$ cat config.mk
export PLATFORM = sky130hd
export DESIGN_NAME = gmii_tx_framer
export DESIGN_NICKNAME = d
export VERILOG_FILES = /design/src/rtl/gmii_tx_framer_pkg.sv /design/src/rtl/gmii_tx_framer_crc.sv /design/src/rtl/gmii_tx_framer.sv
export SDC_FILE = /design/constraint.sdc
export NUM_CORES = 1
export LEC_CHECK = 0
export CELL_PAD_IN_SITES_DETAIL_PLACEMENT = 1
export CELL_PAD_IN_SITES_GLOBAL_PLACEMENT = 1
export CORE_ASPECT_RATIO = 1.75
export CORE_UTILIZATION = 40
export CTS_BUF_LIST = sky130_fd_sc_hd__clkbuf_4 sky130_fd_sc_hd__clkbuf_8
export DETAILED_ROUTE_END_ITERATION = 10
export MAX_ROUTING_LAYER = met4
export PLACE_DENSITY_LB_ADDON = 0.1
export SYNTH_ARGS = -nofsm -noshare
export SYNTH_HDL_FRONTEND = slang
export SYNTH_SLANG_ARGS = --single-unit
$ cat constraint.sdc
create_clock -name clk -period 2.9 [get_ports clk]
set_clock_uncertainty 0.15 [all_clocks]
set_input_delay 0.58 -clock clk [delete_from_list [all_inputs] [get_ports clk]]
set_output_delay 0.58 -clock clk [all_outputs]
set_load 0.01 [all_outputs]
$ cat src/rtl/gmii_tx_framer_pkg.sv
// Shared state encoding, framing constants and bit-order helper for the GMII TX framer.
package gmii_tx_framer_pkg;

  typedef enum logic [2:0] {
    ST_IDLE,
    ST_PRE,
    ST_SFD,
    ST_DATA,
    ST_PAD,
    ST_FCS,
    ST_IFG
  } state_e;

  localparam logic [7:0]  PREAMBLE_BYTE = 8'h55;
  localparam logic [7:0]  SFD_BYTE      = 8'hD5;
  localparam int unsigned PREAMBLE_LEN  = 7;
  localparam int unsigned MIN_PAYLOAD   = 60;
  localparam int unsigned FCS_LEN       = 4;

  // Reverse bit order of a byte (GMII sends LSB first, the CRC core is MSB first).
  function automatic logic [7:0] bitrev8(input logic [7:0] b);
    logic [7:0] r;
    r = '0;
    for (int unsigned i = 0; i < 8; i++) begin
      r[i] = b[7 - i];
    end
    return r;
  endfunction

endpackage

$ cat src/rtl/gmii_tx_framer_crc.sv
// 8-bit parallel CRC-32 (poly 0x04C11DB7, MSB-first, preset to all ones).
module crc (
  input  logic        clk,
  input  logic        rst_n,
  input  logic        crc_rst,
  input  logic        crc_en,
  input  logic [7:0]  data_in,
  output logic [31:0] crc_out
);

  logic [31:0] lfsr_q;
  logic [31:0] lfsr_d;

  // Advance the register by eight serial shifts, data bit 7 first.
  always_comb begin
    logic fb;
    lfsr_d = lfsr_q;
    for (int unsigned i = 0; i < 8; i++) begin
      fb     = lfsr_d[31] ^ data_in[7 - i];
      lfsr_d = {lfsr_d[30:0], 1'b0};
      if (fb) begin
        lfsr_d = lfsr_d ^ 32'h04C1_1DB7;
      end
    end
  end

  // Preset on either reset, update only on enabled bytes.
  always_ff @(posedge clk) begin
    if (!rst_n || crc_rst) begin
      lfsr_q <= '1;
    end else if (crc_en) begin
      lfsr_q <= lfsr_d;
    end
  end

  assign crc_out = lfsr_q;

endmodule

$ cat src/rtl/gmii_tx_framer.sv
// GMII transmit framer: preamble, SFD, payload, optional zero pad, FCS, inter-frame gap.
module gmii_tx_framer
  import gmii_tx_framer_pkg::*;
#(
  parameter int unsigned IFG_CYCLES = 12,
  parameter bit          PAD_EN     = 1'b1
) (
  input  logic       clk,
  input  logic       rst,
  input  logic [7:0] s_data,
  input  logic       s_valid,
  input  logic       s_last,
  output logic       s_ready,
  output logic [7:0] gmii_txd,
  output logic       gmii_tx_en,
  output logic       gmii_tx_er,
  output logic       busy
);

  localparam logic [15:0] PRE_LAST = 16'(PREAMBLE_LEN - 1);
  localparam logic [15:0] FCS_LAST = 16'(FCS_LEN - 1);
  localparam logic [15:0] MIN_PAY  = 16'(MIN_PAYLOAD);
  // The IDLE cycle that samples s_valid is the final gap cycle on the wire,
  // so IFG itself lasts one cycle less (and is skipped for a 1-cycle gap).
  localparam logic [15:0] IFG_LAST  = 16'((IFG_CYCLES > 1) ? IFG_CYCLES - 2 : 0);
  localparam state_e      GAP_STATE = (IFG_CYCLES > 1) ? ST_IFG : ST_IDLE;

  state_e      state_q, state_d;
  logic [15:0] cnt_q, cnt_d;
  logic [15:0] cyc_q, cyc_d;
  logic [7:0]  txd_q, txd_d;
  logic        en_q, en_d;
  logic        er_q, er_d;
  logic [15:0] cnt_inc;
  logic [7:0]  fcs_byte;

  logic        crc_en;
  logic        crc_rst;
  logic [7:0]  crc_din;
  logic [31:0] crc_out;

  crc u_crc (
    .clk     (clk),
    .rst_n   (1'b1),
    .crc_rst (crc_rst),
    .crc_en  (crc_en),
    .data_in (crc_din),
    .crc_out (crc_out)
  );

  // Saturating payload count and the FCS byte selected by the byte index.
  always_comb begin
    cnt_inc = (cnt_q == '1) ? cnt_q : cnt_q + 16'd1;
    case (cyc_q[1:0])
      2'd0:    fcs_byte = ~bitrev8(crc_out[31:24]);
      2'd1:    fcs_byte = ~bitrev8(crc_out[23:16]);
      2'd2:    fcs_byte = ~bitrev8(crc_out[15:8]);
      default: fcs_byte = ~bitrev8(crc_out[7:0]);
    endcase
  end

  // Next-state and launched-byte logic; outputs are registered one cycle later.
  always_comb begin
    state_d = state_q;
    cnt_d   = cnt_q;
    cyc_d   = cyc_q;
    txd_d   = '0;
    en_d    = 1'b0;
    er_d    = 1'b0;
    crc_en  = 1'b0;
    crc_din = '0;
    case (state_q)
      ST_IDLE: begin
        cnt_d = '0;
        cyc_d = '0;
        if (s_valid) state_d = ST_PRE;
      end
      ST_PRE: begin
        txd_d = PREAMBLE_BYTE;
        en_d  = 1'b1;
        if (cyc_q == PRE_LAST) begin
          cyc_d   = '0;
          state_d = ST_SFD;
        end else begin
          cyc_d = cyc_q + 16'd1;
        end
      end
      ST_SFD: begin
        txd_d   = SFD_BYTE;
        en_d    = 1'b1;
        cnt_d   = '0;
        cyc_d   = '0;
        state_d = ST_DATA;
      end
      ST_DATA: begin
        en_d = 1'b1;
        if (s_valid) begin
          txd_d   = s_data;
          crc_en  = 1'b1;
          crc_din = bitrev8(s_data);
          cnt_d   = cnt_inc;
          if (s_last) begin
            state_d = (PAD_EN && (cnt_inc < MIN_PAY)) ? ST_PAD : ST_FCS;
          end
        end else begin
          er_d    = 1'b1;
          cyc_d   = '0;
          state_d = GAP_STATE;
        end
      end
      ST_PAD: begin
        en_d   = 1'b1;
        crc_en = 1'b1;
        cnt_d  = cnt_inc;
        if (cnt_inc >= MIN_PAY) state_d = ST_FCS;
      end
      ST_FCS: begin
        txd_d = fcs_byte;
        en_d  = 1'b1;
        if (cyc_q == FCS_LAST) begin
          cyc_d   = '0;
          state_d = GAP_STATE;
        end else begin
          cyc_d = cyc_q + 16'd1;
        end
      end
      ST_IFG: begin
        if (cyc_q == IFG_LAST) begin
          cyc_d   = '0;
          state_d = ST_IDLE;
        end else begin
          cyc_d = cyc_q + 16'd1;
        end
      end
      default: state_d = ST_IDLE;
    endcase
  end

  // State, counters and registered GMII outputs.
  always_ff @(posedge clk) begin
    if (rst) begin
      state_q <= ST_IDLE;
      cnt_q   <= '0;
      cyc_q   <= '0;
      txd_q   <= '0;
      en_q    <= 1'b0;
      er_q    <= 1'b0;
    end else begin
      state_q <= state_d;
      cnt_q   <= cnt_d;
      cyc_q   <= cyc_d;
      txd_q   <= txd_d;
      en_q    <= en_d;
      er_q    <= er_d;
    end
  end

  assign crc_rst    = rst || (state_q == ST_SFD);
  assign s_ready    = (state_q == ST_DATA) && !rst;
  assign busy       = (state_q != ST_IDLE) && !rst;
  assign gmii_txd   = txd_q;
  assign gmii_tx_en = en_q;
  assign gmii_tx_er = er_q;

endmodule

After elaboration in Yosys (flattened, before gate mapping)
Cells that the tools add are included.
- register bits after elaboration: 77
- input bits: 12
- output and inout port bits: 12
- logic and storage cells: 101
- add/subtract/negate cells: 2
- magnitude comparators: 2
- equality and inequality tests: 20
- multiplexer cells: 34
- bitwise gates (word level): 21
- reductions and logical operators: 15
- operators with widths (operator ; number):
    2-to-1 mux 27 bit ; 8
    NOT 14 bit ; 8
    2-to-1 mux 16 bit ; 6
    one-hot mux 16 bit (5 select lines) ; 1
    one-hot mux 16 bit (3 select lines) ; 1
    adder 16 x 1 -> 16 bit (second input constant) ; 2
    NOT 8 bit ; 4
    one-hot mux 8 bit (4 select lines) ; 1
    2-to-1 mux 8 bit ; 3
    one-hot mux 8 bit (3 select lines) ; 1
    2-to-1 mux 3 bit ; 7
    one-hot mux 3 bit (7 select lines) ; 1
    == test 16 bit (second input constant) ; 1
    == test 16 x 2 -> 1 bit (second input constant) ; 1
    == test 16 x 3 -> 1 bit (second input constant) ; 1
    == test 16 x 4 -> 1 bit (second input constant) ; 1
    >= comparator 16 x 6 -> 1 bit (second input constant) ; 1
    less-than comparator 16 x 6 -> 1 bit (second input constant) ; 1
    inequality test 2 bit (second input constant) ; 7
    == test 3 bit (second input constant) ; 3
    XOR 1 bit ; 8
    == test 3 x 2 -> 1 bit (second input constant) ; 2
    AND reduction 6 bit ; 1
    nonzero test 3 bit ; 2
    other kinds (16) ; 22

Logic depth before layout (Yosys ltp)
- depth in word-level cells: 18
- depth in mapped cells: 10
- mapped depth without buffers: 8

Cells and area by module
A second synthesis with hierarchy kept.
- cell total of the unflattened synthesis: 568
- area, all modules: 4625.7 sq um
- modules (own cells, without submodules) (module ; times used ; cells an instance ; area each (sq um) ; seq. area each (sq um)):
    gmii_tx_framer ; 1 ; 371 ; 2775.2 ; 900.9
    crc ; 1 ; 197 ; 1850.5 ; 640.6

Least setup slack after synthesis
No wires, ideal clock.
- path kind: in2reg
- start point: input port s_valid
- end point: register u_crc.lfsr_q[14], in the netlist u_crc.crc_out[14]
- setup time: 0.122 ns
- arrival time: 2.151 ns
- required time: 2.628 ns
- slack: 0.477 ns
- stages: 6
- path buffers: 0
- path through: nand4b_4 or3_1 a211o_1 and2_4 or4_1 o311a_1
- cells in the longest elaborated chain, start to end: 15
- elaborated cells on any way between the ends: 21
- those cells by class: mux (12); bitwise (9)
- ends and longest elaborated chain (item ; line ; RTL):
    start, declared ; gmii_tx_framer.sv:11 ; input logic s_valid,
    2-to-1 mux 8 bit ; gmii_tx_framer.sv:97 ; if (s_valid) begin
    2-to-1 mux 8 bit ; gmii_tx_framer.sv:72 ; case (state_q)
    XOR 1 bit ; gmii_tx_framer_crc.sv:19 ; fb = lfsr_d[31] ^ data_in[7 - i];
    2-to-1 mux 27 bit ; gmii_tx_framer_crc.sv:21 ; if (fb) begin
    NOT 14 bit (no source line) ; - ;
    2-to-1 mux 27 bit (2 in series) ; gmii_tx_framer_crc.sv:21 ;
    NOT 14 bit (no source line) ; - ;
    2-to-1 mux 27 bit ; gmii_tx_framer_crc.sv:21 ;
    NOT 14 bit (no source line) ; - ;
    2-to-1 mux 27 bit ; gmii_tx_framer_crc.sv:21 ;
    NOT 14 bit (no source line) ; - ;
    2-to-1 mux 27 bit (3 in series) ; gmii_tx_framer_crc.sv:21 ;
    end signal, assigned ; gmii_tx_framer_crc.sv:32 ; lfsr_q <= lfsr_d;
    end, declared ; gmii_tx_framer_crc.sv:11 ; logic [31:0] lfsr_q;
Parallel ways exist; a longest one is shown, timed or not.
A chain may end at the register's enable or synchronous reset.

Worst setup path in the final report
- start point: register state_q[2]
- end point: output port s_ready
- cells in the longest elaborated chain, start to end: 2
- ends and longest elaborated chain (item ; line ; RTL):
    start, declared ; gmii_tx_framer.sv:28 ; state_e state_q, state_d;
    start signal, assigned ; gmii_tx_framer.sv:149 ; state_q <= state_d;
    == test 3 x 2 -> 1 bit ; gmii_tx_framer.sv:159 ; assign s_ready = (state_q == ST_DATA) && !rst;
    logical AND 1 bit ; gmii_tx_framer.sv:159 ;
    end, declared ; gmii_tx_framer.sv:13 ; output logic s_ready,
No other way between the ends.

==> run metrics <==
clock tree buffer depth 2; GRT overflow 0; DP Wirelength 12.62 mm; total global routing track utilization 0.2777; number of diodes added for antenna fixing 0; total number of vias 4,699; row cnt 54; Worst VDD drop 0.0002550 V; vias in the first global route 5,017; Post-Syn Area 0.005086 sq mm; Die ar. 0.01319 sq mm; number of port buffers 23; post-CTS setup repair buffer count 0; area grow syn2layout 18.20%; number of antenna violations at the first check in global routing 0; post-detailed-route wirelength per cell 19.91 um; Top-Level Pins 24; Detailed Route WL 16.59 mm; placed cell area 0.005824 sq mm; mean post-synth cell area 8.379 sq um; max-slew violations 0; Cells after DPL 817; number of nets with antenna violations after routing 0; measured slew at the worst slew-check pin 0.6318 ns; peak clock frequency supported by timing 363.0 MHz; clk_lat worst skew 0.36 ns; final number of hold-violating endpoints 0; largest fanout of any net on the critical path 10; most common cell after layout, fill and taps aside dfxtp_1; depth of the worst register-to-register path 7; number of DRC markers in iteration 0 121; weighted congestion reported at the end of routability-driven placement 0.9162; standby leakage power 2.390 nW; number of max-cap violations 0; pin count of the biggest net entering global routing 29; flop-to-flop setup slack 0.33 ns; router iterations before antenna repair 4; syn_nets 624; Sink Count 77; Clock H-tree levels 3; TritonCTS clock tree built; count of flip-flops with a built-in enable after synthesis 0; Total Neg Setup Slack 0 ns; post-route cell area 0.006012 sq mm; critical path arrival 2.02 ns; CP Launch Type flop; hold path cells 2; width of the die 87.24 um; setup violators final 0; detailed-route DRC error count 0; minimum clock period 2.755 ns; Tightest Hold Check Type flop to flop; critical path data required time 2.17 ns; Post-synth ARST share 0; total number of yosys warnings 0; net total in the final layout 677; Design Power 0.003663 W; Vert. Die Dim 151.2 um; endpoint class of the critical path primary output; Post-synth top flop dfxtp_1; final period utilization 0.9499; clk slew on worst S/H paths 0.09 ns; initial standard-cell utilization of the core 0.4091; post-synth cell types 70; worst setup path class flop to primary output; Floorplan Core Area 0.01243 sq mm; first-pass GRT wire length 26.57 mm; quantity of hold-fixing buffers added after cts 0; CTS root buf clkbuf_8; number of CTS-inserted buffers 9; unrepaired setup endpoints after global routing false; relative slew slack 0.5779; number of instances in the synthesized netlist 607; Cell Count, Final, Fillers Out 833; register area share after synthesis 0.3031; ratio of routed vias to standard cells 5.641; outcome complete, no violations; number of register bits inferred by synthesis 77; number of gates resized after CTS 0; leading cell types in the layout, fill and taps excluded dfxtp_1, nor2_1, nand2_1; power density of the placed cells 609.3 mW/mm^2; fraction of final layout cells with drive strength greater than 1 0.1714
-- worst max-delay path, stage by stage (launching register included) --
cell and delay [ns]:
dfxtp_1 0.43, buf_4 0.22, nand2b_1 0.20, nor3_1 0.22, clkdlybuf4s50_1 0.59
-- synth_stat cells, types with 5 or more instances --
cell type,n,area share
clkbuf_1,29,0.021
nand3_1,12,0.012
dfxtp_1,77,0.30
xnor2_1,38,0.065
a21o_1,6,0.0089
nor2_2,11,0.014
o21ai_0,31,0.031
a31oi_1,7,0.0086
xnor3_1,10,0.044
ha_1,5,0.012
nand2_1,62,0.046
buf_1,5,0.0037
inv_1,11,0.0081
xor2_1,30,0.052
and3_1,8,0.0098
nand2b_1,10,0.012
nor2_1,68,0.050
o221ai_1,6,0.010
nand4_1,15,0.018
xor3_1,6,0.028
a211oi_1,11,0.016
a311oi_1,5,0.0086
nor3_1,12,0.012
buf_2,5,0.0049
o211ai_1,17,0.025
a21oi_1,34,0.033
-- path summary, 6_finish.rpt --
path	start	end
worst min register to register	u_crc.crc_out[8]	u_crc.crc_out[8]
worst min-delay path	u_crc.crc_out[8]	u_crc.crc_out[8]
worst max-delay path	state_q[2]	s_ready
worst max register to register	cnt_q[0]	state_q[0]
-- metrics by stage --
| stage | hold WS (ns) | utilization | worst slack [ns] |
|---|---|---|---|
| 6_report | 0.3445 | 0.4836 | 0.1453 |
| 5_1_grt | 0.4031 | 0.4836 | 0.03710 |
| 4_1_cts | 0.3530 | 0.4831 | 0.03836 |
| 3_5_place_dp | 0.3372 | 0.4685 | -0.2298 |
| 3_3_place_gp | 0.3207 | 0.4685 | -0.1762 |
| 2_1_floorplan | 0.3051 | - | 0.4769 |
-- flip-flops by register name, summed over array words and instances, names as in the netlist --
signal,count
u_crc.crc_out,32
cnt_q,16
cyc_q,16
gmii_txd,8
state_q,3
gmii_tx_en,1
gmii_tx_er,1
-- logic make-up after synthesis --
kind of cell               count (synthesis)  synth area share
adders and majority gates                  5           0.01230
DFF                                       77            0.3031
AOI/OAI and AO/OA                        149            0.1968
xor gates and xnor gates                  88            0.2044
buffers and inverters                     52           0.04354
and+or+nand+nor                          234            0.2357
muxes                                      2          0.004182
-- area by class of cell --
| type | count | area, sq um |
|---|---|---|
| multi-input cells | 478 | 3343 |
| clock buffers | 11 | 145.1 |
| fillers | 1547 | 6420 |
| clock inverters | 5 | 36.28 |
| inverters | 11 | 41.29 |
| repair buffers | 83 | 693.2 |
| well taps | 168 | 210.2 |
| flip-flops and latches | 77 | 1543 |
-- per-layer routing --
layer | share of wire | GRT usage | vias to the layer above | routed length, um
met2 | 0.55 | 0.5250 | 76 | 9124
met3 | 0.019 | 0.03379 | 49 | 309
met1 | 0.37 | 0.2673 | 2316 | 6179
met4 | 0.059 | 0.1508 | 0 | 974
met5 | 0 | - | - | 0
li1 | - | - | 2258 | -
-- where the power goes --
| group | internal, W | switching [W] |
|---|---|---|
| Sequential | 0.00114 | 0.000105 |
| Clock | 0.000344 | 0.000452 |
| Combinational | 0.000746 | 0.000879 |
Note: power is estimated with default switching activity, not from simulation.
